$ cat config.mk
export PLATFORM = sky130hd
export DESIGN_NAME = uart_cmd_decoder_flat
export DESIGN_NICKNAME = d
export VERILOG_FILES = /design/src/rtl/uart_cmd_decoder_pkg.sv /design/src/rtl/uart_cmd_decoder_if.sv /design/src/rtl/uart_gap_timer.sv /design/src/rtl/uart_cmd_decoder.sv /design/src/flat_wrapper.sv
export SDC_FILE = /design/constraint.sdc
export NUM_CORES = 1
export LEC_CHECK = 0
export BUFFER_PORTS_ARGS = -buffer_cell sky130_fd_sc_hd__buf_2
export CORE_UTILIZATION = 57
export DETAILED_ROUTE_END_ITERATION = 8
export PLACE_DENSITY_LB_ADDON = 0.1
export SYNTH_ARGS = -nofsm -noshare
export SYNTH_HDL_FRONTEND = slang
export SYNTH_SLANG_ARGS = --single-unit
$ cat constraint.sdc
create_clock -name clk -period 2.2 [get_ports clk]
set_input_delay 0.33 -clock clk [delete_from_list [all_inputs] [get_ports clk]]
set_output_delay 0.33 -clock clk [all_outputs]
set_load 0.03 [all_outputs]
$ cat src/rtl/uart_cmd_decoder_pkg.sv
`default_nettype none
// ============================================================================
// Module      : uart_cmd_decoder_pkg
// Description : Shared UART parameters. Holds the receiver defaults, the
//               command-decoder FSM encoding, the error codes and the frame
//               start marker.
// Revision    : 1.0 - initial release
// ============================================================================
package uart_cmd_decoder_pkg;

    // Receiver and config-bus defaults
    localparam int         C_UART_DATABITS_DEFAULT  = 8;
    localparam int         C_CFG_ADDR_W_DEFAULT     = 4;
    localparam int         C_CFG_DATA_W_DEFAULT     = 8;
    localparam int         C_TIMEOUT_CYCLES_DEFAULT = 100000;

    // Frame start marker
    localparam logic [7:0] C_SYNC_BYTE_DEFAULT      = 8'hA5;

    // Command decoder FSM encoding
    typedef enum logic [2:0] {
        ST_IDLE = 3'd0,
        ST_ADDR = 3'd1,
        ST_DATA = 3'd2,
        ST_CHK  = 3'd3,
        ST_SEND = 3'd4
    } dec_state_t;

    // Error codes reported on err_code
    typedef logic [2:0] err_code_t;
    localparam err_code_t C_ERR_NONE     = 3'd0;
    localparam err_code_t C_ERR_LINE     = 3'd1;
    localparam err_code_t C_ERR_CHECKSUM = 3'd2;
    localparam err_code_t C_ERR_TIMEOUT  = 3'd3;
    localparam err_code_t C_ERR_OVERRUN  = 3'd4;
    localparam err_code_t C_ERR_BAD_ADDR = 3'd5;

    // Saturating increment for the 8-bit error counter
    function automatic logic [7:0] sat_inc8(input logic [7:0] value);
        return (value == 8'hFF) ? value : value + 8'd1;
    endfunction

endpackage
`default_nettype wire

$ cat src/rtl/uart_cmd_decoder_if.sv
`default_nettype none
// ============================================================================
// Module      : uart_cmd_decoder_if
// Description : Receiver-side byte stream, config bus and error reporting
//               signals of the UART command decoder. The decoder uses the
//               master modport; its environment uses the slave modport.
// Revision    : 1.0 - initial release
// ============================================================================
interface uart_cmd_decoder_if
    import uart_cmd_decoder_pkg::*;
#(
    parameter int WIDTH_DATABITS    = C_UART_DATABITS_DEFAULT,
    parameter int WIDTH_CONFIG_ADDR = C_CFG_ADDR_W_DEFAULT,
    parameter int WIDTH_CONFIG_DATA = C_CFG_DATA_W_DEFAULT
);

    // UART receiver side
    logic [WIDTH_DATABITS-1:0]    rx_data;
    logic                         rx_valid;
    logic                         rx_error;

    // Config bus
    logic [WIDTH_CONFIG_ADDR-1:0] c_addr;
    logic [WIDTH_CONFIG_DATA-1:0] c_data;
    logic                         c_valid;
    logic                         c_ready;

    // Error reporting
    logic [2:0]                   err_code;
    logic                         err_valid;
    logic [7:0]                   err_count;

    modport master (
        input  rx_data, rx_valid, rx_error, c_ready,
        output c_addr, c_data, c_valid, err_code, err_valid, err_count
    );

    modport slave (
        output rx_data, rx_valid, rx_error, c_ready,
        input  c_addr, c_data, c_valid, err_code, err_valid, err_count
    );

endinterface
`default_nettype wire

$ cat src/rtl/uart_gap_timer.sv
`default_nettype none
// ============================================================================
// Module      : uart_gap_timer
// Description : Inter-byte gap counter. Counts enabled cycles since the last
//               clear and flags expiry once TIMEOUT_CYCLES-1 is reached.
// Revision    : 1.0 - initial release
// ============================================================================
module uart_gap_timer #(
    parameter int TIMEOUT_CYCLES = 100000
) (
    input  wire logic clk,
    input  wire logic rst,
    input  wire logic clear,
    input  wire logic enable,
    output logic      expired
);

    localparam int                 C_CNT_W = (TIMEOUT_CYCLES > 1) ? $clog2(TIMEOUT_CYCLES) : 1;
    localparam logic [C_CNT_W-1:0] C_LAST  = C_CNT_W'(TIMEOUT_CYCLES - 1);
    localparam logic [C_CNT_W-1:0] C_ONE   = C_CNT_W'(1);

    logic [C_CNT_W-1:0] r_count;

    // Counter is held at zero while disabled or cleared and stops at the last value
    always_ff @(posedge clk) begin
        if (rst || clear || !enable) begin
            r_count <= '0;
        end else if (r_count != C_LAST) begin
            r_count <= r_count + C_ONE;
        end
    end

    assign expired = enable && (r_count == C_LAST);

endmodule
`default_nettype wire

$ cat src/rtl/uart_cmd_decoder.sv
`default_nettype none
// ============================================================================
// Module      : uart_cmd_decoder
// Description : Decodes SYNC/ADDR/DATA/CHK frames from a UART receiver into
//               config-bus writes, reporting line, checksum, timeout,
//               overrun and bad-address errors with a saturating counter.
// Revision    : 1.0 - initial release
// ============================================================================
module uart_cmd_decoder
    import uart_cmd_decoder_pkg::*;
#(
    parameter int                        WIDTH_DATABITS    = C_UART_DATABITS_DEFAULT,
    parameter int                        WIDTH_CONFIG_ADDR = C_CFG_ADDR_W_DEFAULT,
    parameter int                        WIDTH_CONFIG_DATA = C_CFG_DATA_W_DEFAULT,
    parameter logic [WIDTH_DATABITS-1:0] SYNC_BYTE         = WIDTH_DATABITS'(C_SYNC_BYTE_DEFAULT),
    parameter int                        TIMEOUT_CYCLES    = C_TIMEOUT_CYCLES_DEFAULT
) (
    input wire logic              clk,
    input wire logic              rst,
    uart_cmd_decoder_if.master    bus
);

    dec_state_t                   r_state;
    dec_state_t                   w_state_nxt;

    logic [WIDTH_DATABITS-1:0]    r_addr_byte;
    logic [WIDTH_DATABITS-1:0]    r_data_byte;

    logic                         w_in_frame;
    logic                         w_byte;
    logic                         w_line_err;
    logic                         w_timer_clear;
    logic                         w_timer_expired;
    logic                         w_timeout;
    logic                         w_chk_ok;
    logic                         w_addr_ok;

    logic                         w_err_fire;
    err_code_t                    w_err_code;
    logic                         w_load_tx;

    logic                         r_c_valid;
    logic [WIDTH_CONFIG_ADDR-1:0] r_c_addr;
    logic [WIDTH_CONFIG_DATA-1:0] r_c_data;
    logic                         r_err_valid;
    err_code_t                    r_err_code;
    logic [7:0]                   r_err_count;

    // A line error masks a byte delivered in the same cycle
    assign w_line_err = bus.rx_error;
    assign w_byte     = bus.rx_valid && !bus.rx_error;

    assign w_in_frame = (r_state == ST_ADDR) || (r_state == ST_DATA) || (r_state == ST_CHK);

    // Any receiver activity restarts the gap; outside a frame the counter idles at zero
    assign w_timer_clear = !w_in_frame || bus.rx_valid || bus.rx_error;

    uart_gap_timer #(
        .TIMEOUT_CYCLES (TIMEOUT_CYCLES)
    ) u_gap_timer (
        .clk     (clk),
        .rst     (rst),
        .clear   (w_timer_clear),
        .enable  (w_in_frame),
        .expired (w_timer_expired)
    );

    // A byte arriving on the expiry cycle still counts, so only a silent cycle times out
    assign w_timeout = w_timer_expired && !bus.rx_valid && !bus.rx_error;

    assign w_chk_ok  = (bus.rx_data == (r_addr_byte ^ r_data_byte));
    assign w_addr_ok = ((r_addr_byte >> WIDTH_CONFIG_ADDR) == '0);

    // FSM state register
    always_ff @(posedge clk) begin
        if (rst) begin
            r_state <= ST_IDLE;
        end else begin
            r_state <= w_state_nxt;
        end
    end

    // Next-state, error detection and transaction load decode
    always_comb begin
        w_state_nxt = r_state;
        w_err_fire  = 1'b0;
        w_err_code  = C_ERR_NONE;
        w_load_tx   = 1'b0;

        case (r_state)
            ST_IDLE: begin
                if (w_line_err) begin
                    w_err_fire = 1'b1;
                    w_err_code = C_ERR_LINE;
                end else if (w_byte && (bus.rx_data == SYNC_BYTE)) begin
                    w_state_nxt = ST_ADDR;
                end
            end

            ST_ADDR, ST_DATA: begin
                if (w_line_err) begin
                    w_err_fire  = 1'b1;
                    w_err_code  = C_ERR_LINE;
                    w_state_nxt = ST_IDLE;
                end else if (w_byte) begin
                    w_state_nxt = (r_state == ST_ADDR) ? ST_DATA : ST_CHK;
                end else if (w_timeout) begin
                    w_err_fire  = 1'b1;
                    w_err_code  = C_ERR_TIMEOUT;
                    w_state_nxt = ST_IDLE;
                end
            end

            ST_CHK: begin
                if (w_line_err) begin
                    w_err_fire  = 1'b1;
                    w_err_code  = C_ERR_LINE;
                    w_state_nxt = ST_IDLE;
                end else if (w_byte) begin
                    // Checksum failure outranks an out-of-range address
                    if (!w_chk_ok) begin
                        w_err_fire  = 1'b1;
                        w_err_code  = C_ERR_CHECKSUM;
                        w_state_nxt = ST_IDLE;
                    end else if (!w_addr_ok) begin
                        w_err_fire  = 1'b1;
                        w_err_code  = C_ERR_BAD_ADDR;
                        w_state_nxt = ST_IDLE;
                    end else begin
                        w_load_tx   = 1'b1;
                        w_state_nxt = ST_SEND;
                    end
                end else if (w_timeout) begin
                    w_err_fire  = 1'b1;
                    w_err_code  = C_ERR_TIMEOUT;
                    w_state_nxt = ST_IDLE;
                end
            end

            ST_SEND: begin
                // Receiver events are reported but never abort a pending write
                if (w_line_err) begin
                    w_err_fire = 1'b1;
                    w_err_code = C_ERR_LINE;
                end else if (bus.rx_valid) begin
                    w_err_fire = 1'b1;
                    w_err_code = C_ERR_OVERRUN;
                end
                if (r_c_valid && bus.c_ready) begin
                    w_state_nxt = ST_IDLE;
                end
            end

            default: begin
                w_state_nxt = ST_IDLE;
            end
        endcase
    end

    // Capture the address and data bytes as the frame advances
    always_ff @(posedge clk) begin
        if (rst) begin
            r_addr_byte <= '0;
            r_data_byte <= '0;
        end else begin
            if ((r_state == ST_ADDR) && w_byte) begin
                r_addr_byte <= bus.rx_data;
            end
            if ((r_state == ST_DATA) && w_byte) begin
                r_data_byte <= bus.rx_data;
            end
        end
    end

    // Config bus outputs: valid tracks SEND, address/data frozen on entry
    always_ff @(posedge clk) begin
        if (rst) begin
            r_c_valid <= 1'b0;
            r_c_addr  <= '0;
            r_c_data  <= '0;
        end else begin
            r_c_valid <= (w_state_nxt == ST_SEND);
            if (w_load_tx) begin
                r_c_addr <= WIDTH_CONFIG_ADDR'(r_addr_byte);
                r_c_data <= WIDTH_CONFIG_DATA'(r_data_byte);
            end
        end
    end

    // Error strobe, sticky code and saturating count
    always_ff @(posedge clk) begin
        if (rst) begin
            r_err_valid <= 1'b0;
            r_err_code  <= C_ERR_NONE;
            r_err_count <= 8'd0;
        end else begin
            r_err_valid <= w_err_fire;
            if (w_err_fire) begin
                r_err_code  <= w_err_code;
                r_err_count <= sat_inc8(r_err_count);
            end
        end
    end

    assign bus.c_valid   = r_c_valid;
    assign bus.c_addr    = r_c_addr;
    assign bus.c_data    = r_c_data;
    assign bus.err_valid = r_err_valid;
    assign bus.err_code  = r_err_code;
    assign bus.err_count = r_err_count;

endmodule
`default_nettype wire

$ cat src/flat_wrapper.sv
// flat-port wrapper written by rule: the top's interface ports become plain ports
module uart_cmd_decoder_flat import uart_cmd_decoder_pkg::*;
#(
    parameter int                        WIDTH_DATABITS    = C_UART_DATABITS_DEFAULT,
    parameter int                        WIDTH_CONFIG_ADDR = C_CFG_ADDR_W_DEFAULT,
    parameter int                        WIDTH_CONFIG_DATA = C_CFG_DATA_W_DEFAULT,
    parameter logic [WIDTH_DATABITS-1:0] SYNC_BYTE         = WIDTH_DATABITS'(C_SYNC_BYTE_DEFAULT),
    parameter int                        TIMEOUT_CYCLES    = C_TIMEOUT_CYCLES_DEFAULT
)
  (clk, rst, bus_rx_data, bus_rx_valid, bus_rx_error, bus_c_ready, bus_c_addr, bus_c_data, bus_c_valid, bus_err_code, bus_err_valid, bus_err_count);
  uart_cmd_decoder_if #(.WIDTH_DATABITS(WIDTH_DATABITS), .WIDTH_CONFIG_ADDR(WIDTH_CONFIG_ADDR), .WIDTH_CONFIG_DATA(WIDTH_CONFIG_DATA)) bus_i ();
  input wire logic clk;
  input wire logic rst;
  input wire logic [$bits(bus_i.rx_data)-1:0] bus_rx_data;
  input wire logic [$bits(bus_i.rx_valid)-1:0] bus_rx_valid;
  input wire logic [$bits(bus_i.rx_error)-1:0] bus_rx_error;
  input wire logic [$bits(bus_i.c_ready)-1:0] bus_c_ready;
  output wire logic [$bits(bus_i.c_addr)-1:0] bus_c_addr;
  output wire logic [$bits(bus_i.c_data)-1:0] bus_c_data;
  output wire logic [$bits(bus_i.c_valid)-1:0] bus_c_valid;
  output wire logic [$bits(bus_i.err_code)-1:0] bus_err_code;
  output wire logic [$bits(bus_i.err_valid)-1:0] bus_err_valid;
  output wire logic [$bits(bus_i.err_count)-1:0] bus_err_count;
  assign bus_i.rx_data = bus_rx_data;
  assign bus_i.rx_valid = bus_rx_valid;
  assign bus_i.rx_error = bus_rx_error;
  assign bus_i.c_ready = bus_c_ready;
  assign bus_c_addr = bus_i.c_addr;
  assign bus_c_data = bus_i.c_data;
  assign bus_c_valid = bus_i.c_valid;
  assign bus_err_code = bus_i.err_code;
  assign bus_err_valid = bus_i.err_valid;
  assign bus_err_count = bus_i.err_count;
  uart_cmd_decoder #(.WIDTH_DATABITS(WIDTH_DATABITS), .WIDTH_CONFIG_ADDR(WIDTH_CONFIG_ADDR), .WIDTH_CONFIG_DATA(WIDTH_CONFIG_DATA), .SYNC_BYTE(SYNC_BYTE), .TIMEOUT_CYCLES(TIMEOUT_CYCLES)) u_core (.clk(clk), .rst(rst), .bus(bus_i));
endmodule
==> metrics.csv <==
stage,metric,value,unit
worst_setup_path,path_cells,"or4_1, or3_1, nor3_4, buf_4, mux2i_1, nor2_1",
die,die_w,73.2,um
logic_synthesis,ys.flop_type,dfxtp_1,
timing,post-route-period-util,0.964,
drt,avgRoutedWirePerCell,13.8,um
grt,grt_remaining_overflow,0,
job,drv_cap,0,
logic_synthesis,synth_nets,316,
logic_synthesis,syn_inst,301,
timing,worst_pin_slew,0.577,ns
worst_setup_path,cp_slowest_cell,or4_1,
power,power,2.44,mW
final_layout,area_delta_synth_final,16.2,%
worst_setup_path,cpPeakStageDelay,0.57,ns
logic_synthesis,synth_top_family_by_area,simple AND/OR/NAND/NOR gates,
worst_setup_path,worstPathRequired,2.41,ns
logic_synthesis,yosys.area_share.adder,0.00865,
drt,totalWireLength,5.64,mm
die,die_area,0.00536,mm2
grt,grt_use_met2,0.367,
logic_synthesis,yosys.cell_types.count,45,
clock_tree,cts_tree,done,
grt,met3_usage,0.0539,
clock_tree,htreeDepth,3,
logic_synthesis,synthSimpleGateAreaFrac,0.254,
power,p_leak,1.44,nW
drt,via_count,2287,
timing,relSlewSlack,0.615,
clock_tree,cts_buffers,9,
drt,dr.pass1.iters,4,
clock_tree,cts_resized,0,
logic_synthesis,synthMuxAreaShare,0.111,
final_layout,layout.nets,353,
grt,grt_pass1_wl,9.45,mm
logic_synthesis,synth.cell_area,0.00289,mm2
clock_tree,clk_pin_slew,0.07,ns
logic_synthesis,async_reset_ff_frac,0,
die,core_area,0.00482,mm2
timing,hold_viol,0,
final_layout,layout-drive-gt1-share,0.192,
drt,viasPerCell,5.58,
placement,finalWeightedCongestion,0.747,
drt,ant_nets,0,
placement,port_buffers,37,
grt,first_global_vias,2102,
min_path,hold_path_class,in2reg,
power,powerDensity,724,mW/mm2
grt,grt.total_usage,0.233,
final_layout,diodes,0,
clock_tree,root_buffer,clkbuf_8,
drt,drt_iter0_drc,118,
logic_synthesis,synth-edff-count,0,
logic_synthesis,yosys.area.top_type,dfxtp_1,
worst_setup_path,path_buf_inv,1,
worst_setup_path,critPathKind,reg2reg,
clock_tree,post_cts_buffers,0,
timing,fmax,471,MHz
grt,use_met1,0.301,
placement,post_dp_cell_area,0.00312,mm2
timing,setup_violations,0,
worst_setup_path,start_kind,register,
worst_setup_path,endpoint_kind,register,
logic_synthesis,ys_ff_latch,61,
die,row_count,25,
logic_synthesis,synth_xor_area_frac,0.0926,
power,ir_drop,0.428,mV
timing,finalCriticalPeriod,2.12,ns
logic_synthesis,avgSynthCellArea,9.61,um2
worst_setup_path,crit_fanout,9,
die,ioPinCount,38,
clock_tree,clk_latency,0.34,ns
clock_tree,cts.path.max_buffers,2,
placement,hpwl,3.77,mm
die,die_h,73.2,um
timing,drv_slew,0,
clock_tree,cts_sinks,61,
placement,place_ws,0.0849,ns
timing,finClkSkew,0.00608,ns
logic_synthesis,yosys_warnings,0,
final_layout,final_cell_area,0.00336,mm2
grt,antenna_found_initial,0,
final_layout,final_common_cell,dfxtp_1,
logic_synthesis,yosysSeqAreaShare,0.422,
grt,busiest_layer,met2,
timing,layout_setup_ws,0.0783,ns
logic_synthesis,synthTopCellsByArea,"dfxtp_1, mux2i_1, nor2_1",
timing,rsz0062_at_grt,true,
drt,route.detailed.drc,0,
logic_synthesis,synth_compound_area_frac,0.0792,
timing,fin_hold_ws,0.296,ns
final_layout,layout_common_cells,"dfxtp_1, nor2_1, buf_2",
grt,grt_max_degree,48,
run_status,status,completed,
die,start_util,0.601,
worst_setup_path,critical_path_arrival,2.33,ns
worst_setup_path,cpLargestDelayFamily,simple AND/OR/NAND/NOR gates,
logic_synthesis,yosysTopAreaCellShare,0.422,
-- routing by layer --
layer	vias to the layer above	part of all wire
met5	-	0
met4	0	0.015
met3	8	0.027
met2	38	0.47
met1	1082	0.49
li1	1159	-
-- synthesized netlist by cell type (3+ instances only) --
cell,count
o31ai_1,5
nand2b_1,4
or3_1,8
o21ai_0,6
nor2b_1,3
nor3_1,6
and4_1,3
clkbuf_1,11
and3_1,5
nor3b_1,3
nand2_1,12
inv_1,4
xor2_1,3
nor4_1,4
xnor3_1,8
mux2i_1,31
xnor2_1,7
a21oi_1,14
dfxtp_1,61
nand4_1,8
or4_1,6
nand3_1,7
nor2_1,49
-- state kept, by name, summed over array words and instances, names as in the netlist --
name                        flops
u_core.u_gap_timer.r_count     17
u_core.bus.c_data               8
u_core.bus.err_count            8
u_core.r_addr_byte              8
u_core.r_data_byte              8
u_core.bus.c_addr               4
u_core.bus.err_code             3
u_core.r_state                  3
u_core.bus.c_valid              1
u_core.bus.err_valid            1
-- cell type report --
class,instances,area (um2)
Fill cell,425,1460
Clock buffer,12,145
Timing Repair Buffer,42,223
Tap cell,67,83.8
Inverter,4,15.0
Clock inverter,4,95.1
Multi-Input combinational cell,220,1580
Sequential cell,61,1220
-- cell families after synthesis --
logic type,after synthesis
and+or+nand+nor,133
buffers and inverters,20
DFF,61
adders and majority gates,2
muxes,32
AOI/OAI and AO/OA,35
xor gates and xnor gates,18
-- where the power goes --
part           leakage [nW]  total, mW  switching (mW)  internal, mW
Combinational         0.823      0.112          0.0680        0.0443
Clock                 0.121       1.20           0.421         0.783
Sequential            0.492       1.12         0.00675          1.11
-- worst paths after layout --
check                    startpoint                endpoint  slack, ns  depth (start not counted)
max           u_core.r_addr_byte[7]    u_core.bus.c_data[3]       0.08                          6
min                  bus_rx_data[1]   u_core.r_addr_byte[1]       0.30                          3
max reg2reg   u_core.r_addr_byte[7]    u_core.bus.c_data[3]       0.08                          6
min reg2reg  u_core.bus.err_code[2]  u_core.bus.err_code[2]       0.49                          2
-- what timing repair did --
item | in CTS | in global routing
hold endpoints to repair | 0 | 0
hold buffers | 0 | 0
endpoints found under the setup margin | 0 | 10
-- worst register-to-register path: stages, from the launching register on --
cell     delay [ns]
dfxtp_1        0.32
or4_1          0.57
or3_1          0.41
nor3_4         0.17
buf_4          0.26
mux2i_1        0.22
nor2_1         0.06
-- metrics by stage --
step / util / TNS [ns] / std cells
final: 0.698 / 0 / 410
after global routing: 0.698 / -0.248 / 410
after CTS: 0.698 / 0 / 410
after detailed placement: 0.648 / 0 / 394
after global placement: 0.648 / 0 / 394
after floorplan: - / 0 / 301
No activity file was read; power rests on OpenSTA's default activity.
